`config.mk`:
```
export PLATFORM = sky130hd
export DESIGN_NAME = top_level_calc_cordic
export DESIGN_NICKNAME = d
export VERILOG_FILES = /design/src/rtl/top_level_calc_cordic_pkg.sv /design/src/rtl/top_level_calc_cordic_core.sv /design/src/rtl/top_level_calc_cordic.sv
export SDC_FILE = /design/constraint.sdc
export NUM_CORES = 2
export LEC_CHECK = 0
export ABC_CLOCK_PERIOD_IN_PS = 8300
export BUFFER_PORTS_ARGS = -buffer_cell sky130_fd_sc_hd__buf_2
export CORE_ASPECT_RATIO = 0.7
export CORE_UTILIZATION = 37
export CTS_CLUSTER_SIZE = 14
export DETAILED_ROUTE_END_ITERATION = 7
export PLACE_DENSITY = 0.63
export SLEW_MARGIN = 15
export SYNTH_ARGS = -nofsm -noshare
export SYNTH_HDL_FRONTEND = slang
export SYNTH_SLANG_ARGS = --single-unit
export TNS_END_PERCENT = 50
```
`constraint.sdc`:
```
create_clock -name clk -period 8.3 [get_ports clk]
set_clock_uncertainty 0.2 [all_clocks]
set_input_delay 0.83 -clock clk [delete_from_list [all_inputs] [get_ports clk]]
set_output_delay 0.83 -clock clk [all_outputs]
set_load 0.05 [all_outputs]
```
`src/rtl/top_level_calc_cordic_pkg.sv`:
```
// Shared definitions for the CORDIC calculator: operation codes, FSM and
// mode types, Q16.16 angle tables and gain-compensation constants.
// Hyperbolic helpers are always present here; they are only referenced when
// CORDIC_HYPERBOLIC_EN is defined.
package top_level_calc_cordic_pkg;

  localparam int unsigned FRAC_BITS = 16;

  localparam logic [3:0] OP_SIN     = 4'd0;
  localparam logic [3:0] OP_COS     = 4'd1;
  localparam logic [3:0] OP_ATAN    = 4'd2;
  localparam logic [3:0] OP_MOD     = 4'd3;
  localparam logic [3:0] OP_MULT    = 4'd4;
  localparam logic [3:0] OP_DIV     = 4'd5;
  localparam logic [3:0] OP_SINH    = 4'd6;
  localparam logic [3:0] OP_COSH    = 4'd7;
  localparam logic [3:0] OP_ATANH   = 4'd8;
  localparam logic [3:0] OP_MODH    = 4'd9;
  localparam logic [3:0] OP_DEFAULT = 4'd15;

  typedef enum logic [1:0] {ST_IDLE, ST_INIT, ST_ITER, ST_DONE} state_e;
  typedef enum logic [1:0] {MODE_CIRC, MODE_LIN, MODE_HYP} mode_e;

  // 1/K (0.607253) and 1/Kh (1.207497) in Q16.16
  localparam logic signed [31:0] INV_K  = 32'sd39797;
  localparam logic signed [31:0] INV_KH = 32'sd79135;

  // atan(2^-i) in Q16.16
  function automatic logic signed [31:0] atan_tab(input int unsigned i);
    case (i)
      0:  return 32'sd51472;
      1:  return 32'sd30385;
      2:  return 32'sd16055;
      3:  return 32'sd8150;
      4:  return 32'sd4091;
      5:  return 32'sd2047;
      6:  return 32'sd1024;
      7:  return 32'sd512;
      8:  return 32'sd256;
      9:  return 32'sd128;
      10: return 32'sd64;
      11: return 32'sd32;
      12: return 32'sd16;
      13: return 32'sd8;
      14: return 32'sd4;
      15: return 32'sd2;
      16: return 32'sd1;
      default: return '0;
    endcase
  endfunction

  // atanh(2^-s) in Q16.16, indexed by shift s (s=0 never used)
  function automatic logic signed [31:0] atanh_tab(input int unsigned s);
    case (s)
      1:  return 32'sd36000;
      2:  return 32'sd16739;
      3:  return 32'sd8235;
      4:  return 32'sd4101;
      5:  return 32'sd2049;
      6:  return 32'sd1024;
      7:  return 32'sd512;
      8:  return 32'sd256;
      9:  return 32'sd128;
      10: return 32'sd64;
      11: return 32'sd32;
      12: return 32'sd16;
      13: return 32'sd8;
      14: return 32'sd4;
      15: return 32'sd2;
      16: return 32'sd1;
      default: return '0;
    endcase
  endfunction

  // 2^-i in Q16.16 for linear mode
  function automatic logic signed [31:0] lin_tab(input int unsigned i);
    if (i > FRAC_BITS) return '0;
    return 32'sd1 <<< (FRAC_BITS - i);
  endfunction

  // Hyperbolic shift for iteration k: 1,2,3,4,4,5,...,13,13,14,...
  function automatic int unsigned hyp_shift(input int unsigned k);
    if (k >= 14) return k - 1;
    if (k >= 4)  return k;
    return k + 1;
  endfunction

endpackage

```
`src/rtl/top_level_calc_cordic_core.sv`:
```
// cordic_core: one micro-rotation per step in circular, linear or hyperbolic
// mode, rotation or vectoring. Hyperbolic mode exists only when
// CORDIC_HYPERBOLIC_EN is defined.
module cordic_core import top_level_calc_cordic_pkg::*; #(
  parameter int WIDTH = 32,
  parameter int CNT_W = 5
) (
  input  logic                    clk,
  input  logic                    rst,
  input  logic                    load_i,
  input  logic                    step_i,
  input  mode_e                   mode_i,
  input  logic                    vect_i,
  input  logic [CNT_W-1:0]        iter_i,
  input  logic signed [WIDTH-1:0] x0_i,
  input  logic signed [WIDTH-1:0] y0_i,
  input  logic signed [WIDTH-1:0] z0_i,
  output logic signed [WIDTH-1:0] x_o,
  output logic signed [WIDTH-1:0] y_o,
  output logic signed [WIDTH-1:0] z_o
);

  logic signed [WIDTH-1:0] x_q, y_q, z_q, x_d, y_d, z_d;
  logic signed [WIDTH-1:0] xs, ys, ang;
  int unsigned             idx, sh;
  logic                    pos;

  // One micro-rotation; pos selects direction +1 (z>=0 rotating, y<0 vectoring)
  always_comb begin
    idx = 32'(iter_i);
    sh  = idx;
    ang = WIDTH'(atan_tab(idx));
    case (mode_i)
      MODE_LIN: ang = WIDTH'(lin_tab(idx));
`ifdef CORDIC_HYPERBOLIC_EN
      MODE_HYP: begin
        sh  = hyp_shift(idx);
        ang = WIDTH'(atanh_tab(sh));
      end
`endif
      default: ;
    endcase
    xs  = x_q >>> sh;
    ys  = y_q >>> sh;
    pos = vect_i ? y_q[WIDTH-1] : ~z_q[WIDTH-1];
    y_d = pos ? y_q + xs  : y_q - xs;
    z_d = pos ? z_q - ang : z_q + ang;
    x_d = x_q;
    if (mode_i == MODE_CIRC) x_d = pos ? x_q - ys : x_q + ys;
`ifdef CORDIC_HYPERBOLIC_EN
    else if (mode_i == MODE_HYP) x_d = pos ? x_q + ys : x_q - ys;
`endif
  end

  // Working registers: load initial vector, then step once per iteration
  always_ff @(posedge clk) begin
    if (rst) begin
      x_q <= '0;
      y_q <= '0;
      z_q <= '0;
    end else if (load_i) begin
      x_q <= x0_i;
      y_q <= y0_i;
      z_q <= z0_i;
    end else if (step_i) begin
      x_q <= x_d;
      y_q <= y_d;
      z_q <= z_d;
    end
  end

  assign x_o = x_q;
  assign y_o = y_q;
  assign z_o = z_q;

endmodule

```
`src/rtl/top_level_calc_cordic.sv`:
```
// CORDIC calculator top: operation decode, initial vector selection, control
// FSM and result selection. Codes 6-9 (hyperbolic) are implemented only when
// CORDIC_HYPERBOLIC_EN is defined; otherwise they return 0 like unused codes.
module top_level_calc_cordic import top_level_calc_cordic_pkg::*; #(
  parameter int WIDTH      = 32,
  parameter int ITERATIONS = 16
) (
  input  logic                    clk,
  input  logic                    rst,
  input  logic                    enable,
  input  logic [3:0]              operation,
  input  logic signed [WIDTH-1:0] x_in,
  input  logic signed [WIDTH-1:0] y_in,
  input  logic signed [WIDTH-1:0] z_in,
  output logic signed [WIDTH-1:0] result,
  output logic                    done
);

  localparam int CNT_W = $clog2(ITERATIONS + 1);
  localparam logic signed [WIDTH-1:0] INV_K_W = WIDTH'(INV_K);
`ifdef CORDIC_HYPERBOLIC_EN
  localparam logic signed [WIDTH-1:0] INV_KH_W = WIDTH'(INV_KH);
`endif

  state_e                  state_q, state_d;
  logic [3:0]              op_q, op_d;
  logic signed [WIDTH-1:0] ax_q, ay_q, az_q, ax_d, ay_d, az_d;
  logic [CNT_W-1:0]        iter_q, iter_d;
  logic signed [WIDTH-1:0] result_q, result_d;
  logic                    done_q, done_d;

  logic                    core_load, core_step, vect;
  mode_e                   mode;
  logic signed [WIDTH-1:0] x0, y0, z0, cx, cy, cz, sel, gain_k;
  logic signed [2*WIDTH-1:0] prod;

  cordic_core #(.WIDTH(WIDTH), .CNT_W(CNT_W)) u_core (
    .clk    (clk),
    .rst    (rst),
    .load_i (core_load),
    .step_i (core_step),
    .mode_i (mode),
    .vect_i (vect),
    .iter_i (iter_q),
    .x0_i   (x0),
    .y0_i   (y0),
    .z0_i   (z0),
    .x_o    (cx),
    .y_o    (cy),
    .z_o    (cz)
  );

  // Decode latched operation into mode, initial vector and result selection
  always_comb begin
    mode   = MODE_CIRC;
    vect   = 1'b0;
    x0     = '0;
    y0     = '0;
    z0     = '0;
    gain_k = INV_K_W;
`ifdef CORDIC_HYPERBOLIC_EN
    if (op_q == OP_MODH) gain_k = INV_KH_W;
`endif
    prod = (2*WIDTH)'(cx) * (2*WIDTH)'(gain_k);
    sel  = '0;
    case (op_q)
      OP_SIN:  begin x0 = INV_K_W; z0 = az_q; sel = cy; end
      OP_COS:  begin x0 = INV_K_W; z0 = az_q; sel = cx; end
      OP_ATAN: begin vect = 1'b1; x0 = ax_q; y0 = ay_q; sel = cz; end
      OP_MOD:  begin vect = 1'b1; x0 = ax_q; y0 = ay_q; sel = WIDTH'(prod >>> FRAC_BITS); end
      OP_MULT: begin mode = MODE_LIN; x0 = ax_q; z0 = az_q; sel = cy; end
      OP_DIV:  begin mode = MODE_LIN; vect = 1'b1; x0 = ax_q; y0 = ay_q; sel = cz; end
`ifdef CORDIC_HYPERBOLIC_EN
      OP_SINH: begin mode = MODE_HYP; x0 = INV_KH_W; z0 = az_q; sel = cy; end
      OP_COSH: begin mode = MODE_HYP; x0 = INV_KH_W; z0 = az_q; sel = cx; end
      OP_ATANH: begin mode = MODE_HYP; vect = 1'b1; x0 = ax_q; y0 = ay_q; sel = cz; end
      OP_MODH: begin
        mode = MODE_HYP; vect = 1'b1; x0 = ax_q; y0 = ay_q;
        sel  = WIDTH'(prod >>> FRAC_BITS);
      end
`endif
      default: ;
    endcase
  end

  // Control FSM: result is captured on the first DONE cycle, giving the
  // extra cycle of latency between the last iteration and done
  always_comb begin
    state_d   = state_q;
    op_d      = op_q;
    ax_d      = ax_q;
    ay_d      = ay_q;
    az_d      = az_q;
    iter_d    = iter_q;
    result_d  = result_q;
    done_d    = done_q;
    core_load = 1'b0;
    core_step = 1'b0;
    case (state_q)
      ST_IDLE, ST_DONE: begin
        if (state_q == ST_DONE && !done_q) begin
          result_d = sel;
          done_d   = 1'b1;
        end
        if (enable) begin
          state_d = ST_INIT;
          op_d    = operation;
          ax_d    = x_in;
          ay_d    = y_in;
          az_d    = z_in;
          done_d  = 1'b0;
        end
      end
      ST_INIT: begin
        core_load = 1'b1;
        iter_d    = '0;
        state_d   = ST_ITER;
      end
      ST_ITER: begin
        core_step = 1'b1;
        iter_d    = iter_q + 1'b1;
        if (iter_q == CNT_W'(ITERATIONS - 1)) state_d = ST_DONE;
      end
      default: state_d = ST_IDLE;
    endcase
  end

  // State and operand registers with synchronous reset
  always_ff @(posedge clk) begin
    if (rst) begin
      state_q  <= ST_IDLE;
      op_q     <= '0;
      ax_q     <= '0;
      ay_q     <= '0;
      az_q     <= '0;
      iter_q   <= '0;
      result_q <= '0;
      done_q   <= 1'b0;
    end else begin
      state_q  <= state_d;
      op_q     <= op_d;
      ax_q     <= ax_d;
      ay_q     <= ay_d;
      az_q     <= az_d;
      iter_q   <= iter_d;
      result_q <= result_d;
      done_q   <= done_d;
    end
  end

  assign result = result_q;
  assign done   = done_q;

endmodule

```
Word level (Yosys, flattened, before mapping):

Memory sizes are Yosys's and may differ from the RTL's. A register that Yosys moved wholly into a read port is not among the register bits.
Index checks and enable logic that the tools add are counted.

* bits of input ports: 103
* ROM bits: 512
* memories: 1
* output and inout port bits: 33
* flip-flop bits (word level): 236
* logic and storage cells: 92

Memory list
* (no name shown): words 32, width 16, rd ports 1, clocked after memory_dff 1, wr ports 0, RTL line top_level_calc_cordic_pkg.sv:30 `case (i)`

* bitwise operators: 1
* reduce and logical (&&, ||, !) cells: 22
* muxes and demuxes: 32
* equality and inequality tests: 12
* magnitude comparators: 1
* $add $sub $neg: 8
* $mul: 1
* shift operators: 3

Operators with widths (number)
* two-way mux 32 bit: 15
* case mux 32 bit (4 select lines): 1
* adder 32 bit: 3
* subtractor 32 bit: 3
* case mux 32 bit (2 select lines): 1
* >>> shifter 32 x 5 -> 32 bit: 2
* multiplier 32 x 17 -> 48 bit (second input constant): 1
* <<< shifter 2 x 32 -> 32 bit (first input constant): 1
* two-way mux 5 bit: 2
* case mux 5 bit (2 select lines): 1
* AND reduction 2 bit: 5
* OR reduction 2 bit: 5
* two-way mux 1 bit: 9
* == test 4 x 2 -> 1 bit (second input constant): 2
* == test 4 x 3 -> 1 bit (second input constant): 2
* nonzero test 2 bit: 4
* case mux 2 bit (3 select lines): 1
* OR reduction 3 bit: 2
* subtractor 5 x 5 -> 6 bit (first input constant): 1
* adder 5 x 1 -> 5 bit (second input constant): 1
* == test 5 x 4 -> 1 bit (second input constant): 1
* > comparator 5 bit (second input constant): 1
* == test 2 bit (second input constant): 2
* == test 4 x 1 -> 1 bit (second input constant): 1
* other kinds (10): 13

Logic depth before layout (Yosys ltp):

* word-level depth: 11
* depth in mapped cells: 33
* gate-level depth less buffers: 26

Hierarchy:

A second synthesis with hierarchy kept.

* cell total of the unflattened synthesis: 3998
* area, all modules: 32841.5 um^2

By module, submodules not included
* top_level_calc_cordic: times used 1, cells an instance 2010, area each 17382.9 um^2
* cordic_core: times used 1, cells an instance 1988, area each 15458.6 um^2

Worst setup path before layout:

Ideal clock, no wire load.

* kind: reg2reg
* from: reg iter_q[0]
* to: reg u_core.z_q[31] (netlist: u_core.z_o[31])
* path buffers: 8
* stages on the path, launching flop included: 31
* arrival time: 6.783 ns
* period minus slack after synthesis: 7.057 ns
* library setup time: 0.074 ns
* slack: 1.243 ns
* path through: dfxtp_1 buf_6 buf_6 buf_6 inv_2 buf_2 buf_1 buf_1 clkbuf_1 ha_1 nor3b_1 mux2_2 o41a_1 o211a_1 and4_1 and3_1 and2_1 a2bb2oi_1 o22ai_1 ha_1 clkbuf_1 a21o_1 a311o_1 o211ai_1 a21oi_1 a221oi_1 o21ai_0 a31oi_1 xor2_1 or4_1 a31oi_1

* longest elaborated chain between the ends: 9
* elaborated cells between the ends (all ways): 12

Ends and longest elaborated chain
* start: declaration: RTL line top_level_calc_cordic.sv:28 `logic [CNT_W-1:0] iter_q, iter_d;`
* start signal: assignment: RTL line top_level_calc_cordic.sv:145 `iter_q <= iter_d;`
* > comparator 5 bit: RTL line top_level_calc_cordic_pkg.sv:77 `if (i > FRAC_BITS) return '0;`
* two-way mux 1 bit: RTL line top_level_calc_cordic_pkg.sv:77
* two-way mux 1 bit: RTL line top_level_calc_cordic_core.sv:33 `case (mode_i)`
* two-way mux 32 bit *: RTL line top_level_calc_cordic_pkg.sv:78 `return 32'sd1 <<< (FRAC_BITS - i);`
* two-way mux 32 bit *: RTL line top_level_calc_cordic_core.sv:33
* adder 32 bit or subtractor 32 bit (tied branches): RTL line top_level_calc_cordic_core.sv:47 `z_d = pos ? z_q - ang : z_q + ang;`
* two-way mux 32 bit *: RTL line top_level_calc_cordic_core.sv:47
* two-way mux 32 bit *: RTL line top_level_calc_cordic_core.sv:65 `end else if (step_i) begin`
* two-way mux 32 bit *: RTL line top_level_calc_cordic_core.sv:61 `end else if (load_i) begin`
* end signal: assignment: RTL line top_level_calc_cordic_core.sv:64 `z_q <= z0_i;`
* end signal: assignment: RTL line top_level_calc_cordic_core.sv:68 `z_q <= z_d;`
* end: declaration: RTL line top_level_calc_cordic_core.sv:23 `logic signed [WIDTH-1:0] x_q, y_q, z_q, x_d, y_d, z_d;`

Mark *: on every way between the ends. The rest lies on a longest branch, timed or not. The select of a mux whose other input is x is not followed.
A chain may end at the register's enable or synchronous reset.

Final worst setup path:

* from: reg u_core.x_q[6] (netlist: u_core.x_o[6])
* to: reg result_q[17] (netlist: result[17])

* longest elaborated chain between the ends: 2

Ends and longest elaborated chain
* start: declaration: RTL line top_level_calc_cordic_core.sv:23
* start signal: assignment: RTL line top_level_calc_cordic_core.sv:62 `x_q <= x0_i;`
* multiplier 32 x 17 -> 48 bit: RTL line top_level_calc_cordic.sv:64 `prod = (2*WIDTH)'(cx) * (2*WIDTH)'(gain_k);`
* case mux 32 bit (4 select lines): RTL line top_level_calc_cordic.sv:66 `case (op_q)`
* end signal: assignment: RTL line top_level_calc_cordic.sv:146 `result_q <= result_d;`
* end: declaration: RTL line top_level_calc_cordic.sv:29 `logic signed [WIDTH-1:0] result_q, result_d;`

Every way passes these cells.

==> results.toml <==
[synthesis]
synth_compound_area_share_pct = 20.9
syn_area_um2 = 32100
synth-xor-area-share_pct = 6.20
synth-main-ff-cell = "dfxtp_1"
synthAdderAreaFrac_pct = 27.4
syn_area_per_cell_um2 = 8.24
synthMuxAreaShare_pct = 7.93
synth_seq_area_share_pct = 15.7
synthesis.nets = 4570
synth_top_family_by_area = "adder cells"
synth_edf_count = 0
ys_types = 85
ys_seq_elements = 252
yosys.area_share.simple_pct = 14.3
synthCells = 3893
yosys_warnings = 0
synthArstFlopShare_pct = 0

[run_status]
status = "complete, but fails checks"
violations = "design-rule violations"

[final_layout]
drive_above_1_share_pct = 10.6
final_common_cell = "inv_1"
syn2layout_area_growth_pct = 9.78
n_fill_cell = 8650
final_cell_mix = "inv_1, nand2_1, ha_1, a21oi_1, nor2_1"
nets = 4612

[routing]
drc_errors = 17
avgViaCountPerCell = 5.89
drtAntennaViolNets = 0
drtIter0Drc = 4101
drt-pass1-iter-count = 8
routed_wl_mm = 123
num_vias = 30100
wl_per_cell_um = 24.0

[setup_path]
crit_chain = "ha_1 > xor2_1 > ha_1 > a21oi_1 > fa_1 > fa_1 > inv_1 > fa_1 > inv_1 > fa_1 > inv_1 > ha_1 > and4_1 > and2_1 > o211ai_1 > o211ai_1 > o41a_1 > a31oi_1 > nand2b_1 > o2bb2ai_1 > o21bai_1 > or4b_2 > a311oi_1"
cp_common_cell = "fa_1"
worstPathMaxFanout = 14
cp-start-kind = "flop"
critical_path_class = "reg2reg"
rr_endpoint = "result[17]"
crit_cells = 23
required_ps = 8590
max_stage_delay_ps = 830
worst_path_max_delay_cell = "dfxtp_1"
crit_buf_inv = 3
cpLargestDelayFamily = "adder cells"
ff2ff_setup_slack_ps = 680
end_kind = "flop"
worstRegToRegCells = 23
cp_data_arrival_time_ps = 7910
r2r-start = "u_core.x_o[6]"

[worst_hold_path]
hold_class = "reg2reg"
whs_endpoint = "az_q[10]"
hold_path.startpoint = "az_q[10]"
hold_depth = 2

[cts]
ctsHoldBuffers = 0
clk_latency_ps = 590
cts_buffers = 34
cts-resized-gates = 0
cts.sinks = 252
cts_setup_buffers = 0
cts_max_path_buffers = 3
clk_pin_slew_ps = 70
cts_tree = "yes"
h-tree-depth = 2
cts_root_buffer = "clkbuf_16"

[sta]
fin_ws_ps = 676
tightestPinTransition_ps = 1170
finalCritPeriodShare_pct = 91.9
finalSetupViolCount = 0
rsz0062_at_grt = "false"
setup_tns_ps = 0
relSlewSlack_pct = 21.5
period_minus_slack_ps = 7620
hold_ws_ps = 254
fmaxAchievable_mhz = 131
finalMaxSlewViolations = 0
timing.final.hold_violations = 0

[grt]
grt_first_pass_wirelength_mm = 183
grt_max_degree = 74
globalRoute.totalOverflow = 0
track_usage_pct = 27.4
antenna_found_initial = 8
grt_pass1_vias = 27800

[job]
cap_violations = 0

[placement]
dpl.hpwl_mm = 96.5
port_buffers = 135
gp_congestion = 1.04
preCtsSetupSlack_ps = 771

[floorplan]
io_pins = 136
fp.dieH_um = 248
fp.dieW_um = 354
row_count = 89
start_util_pct = 37.7
core_area_um2 = 85100
die_area_um2 = 87900
-- flip-flops by register name, indices dropped and copies added, names as in the netlist, named ones only --
| name | count |
|---|---|
| ay_q | 32 |
| u_core.y_o | 32 |
| u_core.x_o | 32 |
| az_q | 32 |
| u_core.z_o | 32 |
| done | 1 |
| op_q | 4 |
| iter_q | 5 |
| ax_q | 32 |
| result | 32 |
| state_q | 2 |
-- stage by stage --
step | std cells | cell area (um2) | util, %
2_1_floorplan | 3893 | 32100 | -
3_3_place_gp | 5036 | 34000 | 40.0
3_5_place_dp | 5036 | 34000 | 40.0
4_1_cts | 5098 | 35200 | 41.4
5_1_grt | 5098 | 35200 | 41.4
6_report | 5100 | 35200 | 41.4
-- synthesized netlist by cell type (40+ instances only) --
library cell    n  area share [%]
a21oi_1       360             5.6
a22oi_1        40            0.94
clkbuf_1      165             1.9
inv_1         397             4.6
fa_1          215              13
mux4_2         65             4.6
dfxtp_1       252              16
ha_1          359              14
o21ai_0       187             2.9
xnor2_1       135             3.7
nand2_1       392             4.6
xor2_1         92             2.5
nand3_1        55            0.86
mux2i_1        74             2.3
nor2b_1        41            0.80
nor3_1         59            0.92
a21o_1         51             1.2
nor2_1        300             3.5
a221oi_1       43             1.2
-- worst reg2reg max path: stages (launching register included) --
cell       delay (ps)
dfxtp_1           830
ha_1              440
xor2_1            190
ha_1              210
a21oi_1           190
fa_1              450
fa_1              550
inv_1              50
fa_1              480
inv_1              50
fa_1              480
inv_1              40
ha_1              260
and4_1            210
and2_1            160
o211ai_1          250
o211ai_1          350
o41a_1            510
a31oi_1           250
nand2b_1          160
o2bb2ai_1         190
o21bai_1          150
or4b_2            630
a311oi_1          280
-- cell type report --
cell class	count	area, um2	share of cell area, %
antenna	2	5.00	0.0142
sequential	252	5060	14.4
timing repair buffer	221	1360	3.85
clock buffer	46	956	2.71
multi-input combinational	3023	24700	70.1
clock inverter	16	216	0.615
inverter	403	1510	4.30
tap	1137	1420	4.04
-- worst max-delay path by stage --
stage | start | to
4_1_cts | u_core.x_o[6] | result[17]
3_3_place_gp | u_core.x_o[6] | result[17]
3_5_place_dp | u_core.x_o[6] | result[17]
2_1_floorplan | iter_q[0] | u_core.z_o[31]
5_1_grt | u_core.x_o[6] | result[17]
6_report | u_core.x_o[6] | result[17]
-- layer usage --
metal / vias to the layer above / routed length [um] / track usage [%]
li1: 13800 / - / -
met1: 14500 / 57100 / 41.7
met2: 1579 / 47400 / 36.9
met3: 194 / 14800 / 7.68
met4: 6 / 3320 / 7.37
met5: - / 66 / 0
-- logic make-up (layout without fill, tap and decap cells) --
kind of cell / count (synthesis) / in the layout
AOI/OAI and AO/OA: 1037 / 1037
and+or+nand+nor: 1016 / 1016
buffers and inverters: 618 / 686
adders and majority gates: 574 / 574
DFF: 252 / 252
xor gates and xnor gates: 227 / 227
muxes: 169 / 169
other: 0 / 2
Power is not shown: default switching activity piles up to over one toggle a cycle in this logic, so the estimate is an artifact.
